--- config.mk ---
export PLATFORM = sky130hd
export DESIGN_NAME = pakout_arbiter
export DESIGN_NICKNAME = d
export VERILOG_FILES = /design/src/rtl/pakout_arbiter.sv
export SDC_FILE = /design/constraint.sdc
export NUM_CORES = 1
export LEC_CHECK = 0
export ABC_CLOCK_PERIOD_IN_PS = 3800
export BUFFER_PORTS_ARGS = -buffer_cell sky130_fd_sc_hd__buf_4
export CAP_MARGIN = 5
export CELL_PAD_IN_SITES_DETAIL_PLACEMENT = 0
export CELL_PAD_IN_SITES_GLOBAL_PLACEMENT = 1
export CORE_UTILIZATION = 38
export DETAILED_ROUTE_END_ITERATION = 12
export PLACE_DENSITY = 0.88
export SLEW_MARGIN = 20
export SYNTH_ARGS = -nofsm -noshare
export SYNTH_HDL_FRONTEND = slang
export SYNTH_SLANG_ARGS = --single-unit
--- constraint.sdc ---
create_clock -name src_clk -period 3.8 [get_ports src_clk]
set_input_delay 0.57 -clock src_clk [delete_from_list [all_inputs] [get_ports src_clk]]
set_output_delay 0.57 -clock src_clk [all_outputs]
set_load 0.005 [all_outputs]
--- src/rtl/pakout_arbiter.sv ---
// Round-robin arbiter: shares one outbound message channel among NUM_IN sources.
// Latches the granted message, replays it on the shared channel, then acks the source.
module pakout_arbiter #(
    parameter int  NUM_IN  = 4,
    parameter int  ASZ     = 6,
    parameter int  DSZ     = 4,
    parameter int  RSZ     = 4,
    parameter int  ACK_CKS = 2,
    localparam int IDXW    = $clog2(NUM_IN)
) (
    input  logic                  src_clk,
    input  logic                  reset,
    input  logic [NUM_IN-1:0]     i_req_in,
    output logic [NUM_IN-1:0]     i_ack_out,
    input  logic [NUM_IN*ASZ-1:0] i_src,
    input  logic [NUM_IN*ASZ-1:0] i_dst,
    input  logic [NUM_IN*DSZ-1:0] i_dat,
    input  logic [NUM_IN*RSZ-1:0] i_red,
    output logic                  o_req_out,
    input  logic                  o_ack_in,
    output logic [ASZ-1:0]        o_src,
    output logic [ASZ-1:0]        o_dst,
    output logic [DSZ-1:0]        o_dat,
    output logic [RSZ-1:0]        o_red,
    output logic                  busy,
    output logic [IDXW-1:0]       grant_idx,
    output logic                  proto_err,
    output logic [15:0]           msg_cnt
);

    localparam int CW = $clog2(ACK_CKS + 1);

    typedef enum logic [1:0] {IDLE, LOAD, WAIT_ACK, WAIT_REL} state_t;

    state_t            state, state_d;
    logic [IDXW-1:0]   rr_ptr, rr_d, grant_d, sel_idx;
    logic              sel_found;
    logic [ASZ-1:0]    sel_src, sel_dst, src_d, dst_d;
    logic [DSZ-1:0]    sel_dat, dat_d;
    logic [RSZ-1:0]    sel_red, red_d;
    logic              req_d, err_d, req_k;
    logic [NUM_IN-1:0] ack_out_d;
    logic [15:0]       cnt_d;
    logic              ack_lvl, ack_hi, ack_lo;
    logic [CW-1:0]     ack_run, run_now;

    // Length of the current o_ack_in run including this cycle; any level change restarts it.
    always_comb begin
        if (o_ack_in != ack_lvl)
            run_now = CW'(1);
        else if (ack_run == CW'(ACK_CKS))
            run_now = ack_run;
        else
            run_now = ack_run + CW'(1);
    end

    assign ack_hi = o_ack_in && (run_now == CW'(ACK_CKS));
    assign ack_lo = !o_ack_in && (run_now == CW'(ACK_CKS));
    assign req_k  = i_req_in[grant_idx];
    assign busy   = (state != IDLE);

    always_comb begin : rr_select
        int j;
        j         = 0;
        sel_found = 1'b0;
        sel_idx   = '0;
        sel_src   = '0;
        sel_dst   = '0;
        sel_dat   = '0;
        sel_red   = '0;
        for (int i = 0; i < NUM_IN; i++) begin
            j = int'(rr_ptr) + i;
            if (j >= NUM_IN)
                j = j - NUM_IN;
            if (!sel_found && i_req_in[j]) begin
                sel_found = 1'b1;
                sel_idx   = IDXW'(j);
            end
        end
        for (int k = 0; k < NUM_IN; k++) begin
            if (sel_idx == IDXW'(k)) begin
                sel_src = i_src[k*ASZ +: ASZ];
                sel_dst = i_dst[k*ASZ +: ASZ];
                sel_dat = i_dat[k*DSZ +: DSZ];
                sel_red = i_red[k*RSZ +: RSZ];
            end
        end
    end

    always_comb begin
        // NOTE: every signal gets its hold value first so no path can infer a latch.
        state_d   = state;
        req_d     = o_req_out;
        ack_out_d = i_ack_out;
        grant_d   = grant_idx;
        rr_d      = rr_ptr;
        cnt_d     = msg_cnt;
        err_d     = proto_err;
        src_d     = o_src;
        dst_d     = o_dst;
        dat_d     = o_dat;
        red_d     = o_red;
        case (state)
            IDLE: begin
                if (sel_found && (i_ack_out == '0)) begin
                    grant_d = sel_idx;
                    src_d   = sel_src;
                    dst_d   = sel_dst;
                    dat_d   = sel_dat;
                    red_d   = sel_red;
                    state_d = LOAD;
                end
            end
            LOAD: begin
                if (!req_k) begin
                    err_d   = 1'b1;
                    req_d   = 1'b0;
                    state_d = WAIT_REL;
                end else begin
                    req_d   = 1'b1;
                    state_d = WAIT_ACK;
                end
            end
            WAIT_ACK: begin
                if (!req_k) begin
                    err_d   = 1'b1;
                    req_d   = 1'b0;
                    state_d = WAIT_REL;
                end else if (ack_hi) begin
                    req_d                = 1'b0;
                    ack_out_d[grant_idx] = 1'b1;
                    state_d              = WAIT_REL;
                end
            end
            WAIT_REL: begin
                if (!req_k && ack_lo) begin
                    ack_out_d = '0;
                    rr_d      = (grant_idx == IDXW'(NUM_IN - 1)) ? '0 : grant_idx + 1'b1;
                    // A raised ack marks a completed transfer; aborts leave it low.
                    if (i_ack_out[grant_idx] && (msg_cnt != 16'hFFFF))
                        cnt_d = msg_cnt + 16'd1;
                    state_d = IDLE;
                end
            end
            default: state_d = IDLE;
        endcase
    end

    always_ff @(posedge src_clk or posedge reset) begin
        if (reset) begin
            state     <= IDLE;
            rr_ptr    <= '0;
            ack_lvl   <= 1'b0;
            ack_run   <= '0;
            o_req_out <= 1'b0;
            i_ack_out <= '0;
            grant_idx <= '0;
            msg_cnt   <= '0;
            proto_err <= 1'b0;
            o_src     <= '0;
            o_dst     <= '0;
            o_dat     <= '0;
            o_red     <= '0;
        end else begin
            // NOTE: non-blocking updates so all state advances together on the edge.
            state     <= state_d;
            rr_ptr    <= rr_d;
            ack_lvl   <= o_ack_in;
            ack_run   <= run_now;
            o_req_out <= req_d;
            i_ack_out <= ack_out_d;
            grant_idx <= grant_d;
            msg_cnt   <= cnt_d;
            proto_err <= err_d;
            o_src     <= src_d;
            o_dst     <= dst_d;
            o_dat     <= dat_d;
            o_red     <= red_d;
        end
    end

endmodule

# [After elaboration in Yosys (flattened, before gate mapping)]
# Index checks and enable logic that the tools add are counted.
[totals] register_bits=51 inputBits=87 output_inout_bits=45 elab_cells=142
[classes] n_addsub=10 n_lt_le_gt_ge=10 n_eq_ne=16 n_mux=63 n_bitwise=2 n_reduce_logical=28
[op_table] op="$lt A32 B4 Y1 const B" n=4
[op_table] op="$mux W32" n=4
[op_table] op="$mux W6" n=8
[op_table] op="$mux W4" n=11
[op_table] op="$mux W2" n=11
[op_table] op="$mux W1" n=19
[op_table] op="$add A16 B1 Y16 const B" n=1
[op_table] op="$ne A16 B16 Y1 const B" n=1
[op_table] op="$eq A2 B2 Y1 const B" n=7
[op_table] op="$bmux W1 S2" n=6
[op_table] op="$sub A3 B3 Y4 const B" n=3
[op_table] op="$ge A3 B3 Y1 const B" n=3
[op_table] op="$logic_and A1 B1 Y1" n=9
[op_table] op="$ne A2 B2 Y1 const B" n=4
[op_table] op="$pmux W2 S4" n=1
[op_table] op="$pmux W4 S2" n=1
[op_table] op="$reduce_and A2 Y1" n=4
[op_table] op="$add A2 B2 Y3 const B" n=2
[op_table] op="$reduce_and A3 Y1" n=2
[op_table] op="$reduce_bool A2 Y1" n=3
[op_table] op="$logic_not A1 Y1" n=5
[op_table] op="$add A2 B1 Y2 const B" n=2
[op_table] op="$eq A2 B1 Y1 const B" n=2
[op_table] op="$logic_not A2 Y1" n=2
[op_table] op="14 further kinds" n=14

# [Longest topological paths before layout]
[logic_depth] word_depth=20 ltp_mapped=8 ltp_nobuf=7

# [Worst setup path before layout]
# No wires, ideal clock.
[synth_timing] path_type="input port to flip-flop" start="input i_req_in[1]" end="register msg_cnt[15]" setup_time_ns=0.125 t_arrival_ns=2.043 required_ns=3.675 setup_slack_ns=1.632 stages=5 path_buffers=1 path_cell_list="buf_2 mux4_2 nand4b_4 nor4_1 mux2_2"
[synth_between] elab_chain_len=5
[synth_lines] item="start: declaration" line="13" rtl="input logic [NUM_IN-1:0] i_req_in,"
[synth_lines] item="$bmux W1 S2" line="59" rtl="assign req_k = i_req_in[grant_idx];"
[synth_lines] item="$mux W1 (not written as such)" line="59"
[synth_lines] item="$logic_not A1 Y1" line="136" rtl="if (!req_k && ack_lo) begin"
[synth_lines] item="$logic_and A1 B1 Y1" line="136"
[synth_lines] item="$reduce_and A3 Y1 (no line)"
[synth_lines] item="end signal: assignment" line="173" rtl="msg_cnt <= cnt_d;"
[synth_lines] item="end: declaration" line="28" rtl="output logic [15:0] msg_cnt"
# No other way between the ends. The select of a mux whose other input is x is not followed.
# A chain may end at the register's enable or synchronous reset.

# [Final worst setup path]
[layout_timing] start="register grant_idx[0]" end="register msg_cnt[1]"
[layout_between] elab_chain_len=5 word_cells_on_any_way=8 classes_between="mux (4); reduce/logical (4)"
[layout_lines] item="start: declaration" line="26" rtl="output logic [IDXW-1:0] grant_idx,"
[layout_lines] item="start signal: assignment" line="172" rtl="grant_idx <= grant_d;"
[layout_lines] item="$bmux W1 S2" line="59"
[layout_lines] item="$mux W1 (not written as such)" line="59"
[layout_lines] item="$logic_not A1 Y1" line="136"
[layout_lines] item="$logic_and A1 B1 Y1" line="136"
[layout_lines] item="$reduce_and A3 Y1 (no line) *"
# Mark *: on every way between the ends. The rest lies on a longest branch, timed or not. The select of a mux whose other input is x is not followed.

==> out/results.txt <==
The run gives 5720 um as the estimated wirelength of the detail-placed design. The critical path is of the reg2reg type. The number of top-level pins is 132, and the share of the clock period used by the worst path is 60.8%.

The synthesized design devotes to its leading area cell type 43.7% of total area. The area of the core region was 7330 um2; the transition time at the pin with the least slew margin was 872 ps. Count of input and output buffers: 131. Cells fill 55.3% of the core in the end. Static timing analysis puts the maximum clock frequency at 433 MHz. CTS placed an instance of clkbuf_8 at the clock tree root.

Counting the fill cells in the layout gives 689. Once detail routing completed, the nets flagged for antenna violations numbered 0. STA classifies the critical path endpoint as a flop.

The cell with the largest stage delay on the worst path is mux4_2. In the synthesized netlist the async set-or-reset flop fraction comes to 100%. Summed over all layers, the global routing overflow is 0. Entering global routing, the biggest net connects 52 pins. The synthesized netlist contains 43 unique library cells.

For the placer congestion estimate, the log shows 0.848. In this run the horizontal extent of the chip is 89.7 um. Arrival time at the worst endpoint: 2500 ps. The layout cell share with drive strength beyond 1 came out at 38.9%. The per-instance average area after synthesis works out to 10.5 um2. In this run the worst hold path is classified as in2async. The power density of the placed cells is 545 nW/um2, and the count of warnings emitted by yosys is 0. For the worst-skew pair later-pin latency, the log shows 300 ps.

On the final layout, the worst hold slack is 413 ps. The number of flops mapped to enable cells by yosys works out to 0. Global routing used 18.9% of the available tracks. For the final routed database, the setup TNS stands at 0 ps.

The run finished with clean final reports. Global routing used 5.12% of the available met3 tracks. In the final routed layout, each cell accounts on average for 14.9 um. In this run the static leakage power is 1.93 nW. The H-tree depth reported by CTS was 2. The detailed router placed 2664 vias in this run. After clock tree synthesis, the clock-pin slew on the worst setup and hold paths is 90 ps. On the worst path, the slowest cell contributes a delay of 600 ps. Across the VDD grid, the largest voltage drop is 0.000342 V.

The post-CTS setup buffer count was 0; the first-pass GRT wire length was 11600 um. Grouping stages by cell kind, the critical path spends the most delay in multiplexers. In this run the most used layer during global routing was met2. Global routing consumed, on the met1 layer, 24.8% of the routing resources. In this run, synthesis produced a sequential element count of 51. Row generation in the floorplan step produced 31 rows. The tools report the startpoint type of the worst setup path as a flop.

Number of buffers on the longest clock path: 2. The logs give 7490 um for the detailed-route wire length and 0 for the DRC violation count after routing. The die covers 8040 um2. Counting every net in the synthesized netlist gives 375. Summed over all instances, the cell type with the most area after synthesis is dfrtp_1.

The per-cell via count in the routed design was 5.30; the number of iterations in the first detailed-routing pass was 4. The top flip-flop cell by instance count after synthesis was dfrtp_1. The sequential share of the synthesized area is 43.7%, and the clock skew after layout is 7.65 ps. The tree built by TritonCTS fans out to 51 sinks. The run gives 2452 as the via count of the first global-routing pass. Max-cap violations in this run came to 0. Together, buffers and inverters on the worst path number 0. Setup violations remaining at the end of the flow were counted as 0. In the global route stage, met2 resource usage came out at 31.1%.

The effective utilization at floorplan came out at 39.9%. The shortest clock period the worst path allows after layout came out at 2310 ps. TritonCTS built the clock tree.

Traced cell by cell, the critical path runs through mux4_2, nand4b_4, a41oi_4, mux2_2. The logs give 41.8% for the relative slew slack and 0 for the number of buffers inserted by hold repair at cts. The number of nets at the end of the flow came out at 500. After technology mapping, the gate count stands at 278. The required time reported for the critical path endpoint came out at 3990 ps. The detailed router finished its first iteration with 59 violations.

Initial antenna violation count: 0. The number of pins exceeding their max-slew limit in the final report came out at 0. Setup repair after global routing left no endpoint under its margin.

The cell area that synthesis handed to floorplanning was 2920 um2. The run gives 0 as the antenna diode count. The maximum fanout along the worst path is 14.

The die outline height was 89.7 um; the area growth from synthesis to layout was 38.8%. The number of hold violations in the final report was 0. Ranked by total cell area, the synthesized netlist is headed by dfrtp_1, mux2i_1, a221oi_1, ha_1, o22ai_1. The number of clock buffers added by TritonCTS is 5. The number of gates resized after CTS was 0.
-- final timing paths --
path,start,end,slack (ps),depth (start not counted)
min,reset,o_dat[3],410,2
max reg2reg,grant_idx[0],msg_cnt[1],1490,4
max in group asynchronous,reset,o_src[5],2860,2
min reg2reg,msg_cnt[13],msg_cnt[13],500,1
max,grant_idx[0],msg_cnt[1],1490,4
min in group src_clk,o_ack_in,ack_lvl,430,1
-- metal layers --
layer | vias to the layer above | part of all wire, %
li1 | 1291 | -
met1 | 1271 | 43
met2 | 96 | 50
met3 | 6 | 6.8
met4 | 0 | 0.84
met5 | - | 0
-- registers in the layout, indices dropped and copies added (netlist names) --
name and cells:
o_req_out 1, proto_err 1, ack_lvl 1, i_ack_out 4
rr_ptr 2, o_dst 6, state 2, ack_run 2
o_dat 4, o_src 6, o_red 4, msg_cnt 16
grant_idx 2
-- metrics by stage --
stage	power (mW)	setup WS, ps	instances	instance area, um2
detailed placement	1.92	1370	495	3970
CTS	2.23	1490	503	4060
global placement	1.90	1390	495	3970
finish	2.21	1490	503	4060
global route	2.39	1360	503	4060
floorplan	1.46	1630	278	2920
-- cell usage after synthesis (2+ instances only) --
cell	n
clkbuf_1	8
nor2_1	28
mux2i_1	23
nor2b_1	2
nand2b_1	3
a21oi_1	6
buf_6	2
o21ai_0	8
ha_1	10
a221oi_1	21
a22o_1	4
nand4_2	2
nor4_1	2
xnor2_1	13
buf_2	7
o22ai_1	20
and4_1	2
mux4_2	2
mux2_2	4
nand2_1	12
nand3_1	7
nand4_1	5
and3_1	4
dfrtp_1	51
nor3_1	3
inv_1	12
-- layout make-up --
cell class                      instances  area [um2]  share of cell area [%]
Tap cell                               99         124                    3.05
Sequential cell                        51        1280                    31.5
Multi-Input combinational cell        198        1510                    37.3
Clock buffer                            5        68.8                    1.70
Clock inverter                          3        15.0                   0.370
Timing Repair Buffer                  135        1010                    25.0
Inverter                               12        46.3                    1.14
-- cells in the final DEF, fill, tap and decap left out, types with 4 or more instances in the layout --
master / instances
a21oi_1: 6
a221oi_1: 21
a22o_1: 4
and3_1: 4
buf_4: 135
clkbuf_8: 5
clkinv_2: 4
dfrtp_1: 51
ha_1: 10
inv_1: 11
mux2_2: 4
mux2i_1: 23
nand2_1: 12
nand3_1: 7
nand4_1: 5
nor2_1: 28
o21ai_0: 8
o22ai_1: 20
xnor2_1: 13
-- cells by family (layout without fill, tap and decap cells) --
group | after synthesis | count (layout) | share of synthesized area (%)
flip-flops | 51 | 51 | 43.7
AND/OR/NAND/NOR | 78 | 78 | 15.2
XOR/XNOR | 14 | 14 | 4.20
adder cells (fa/ha/maj) | 10 | 10 | 4.28
AO/OA/AOI/OAI | 67 | 67 | 17.2
multiplexers | 29 | 29 | 11.0
buffers and inverters | 29 | 155 | 4.54
-- report_power, final --
group	switching, mW	leakage (nW)	total [mW]	internal [mW]
combinational	0.466	1.27	1.04	0.570
clock	0.175	0.0477	0.301	0.126
sequential	0.157	0.614	0.872	0.715
total	0.799	1.93	2.21	1.41
(Power assumes the default switching activity.)
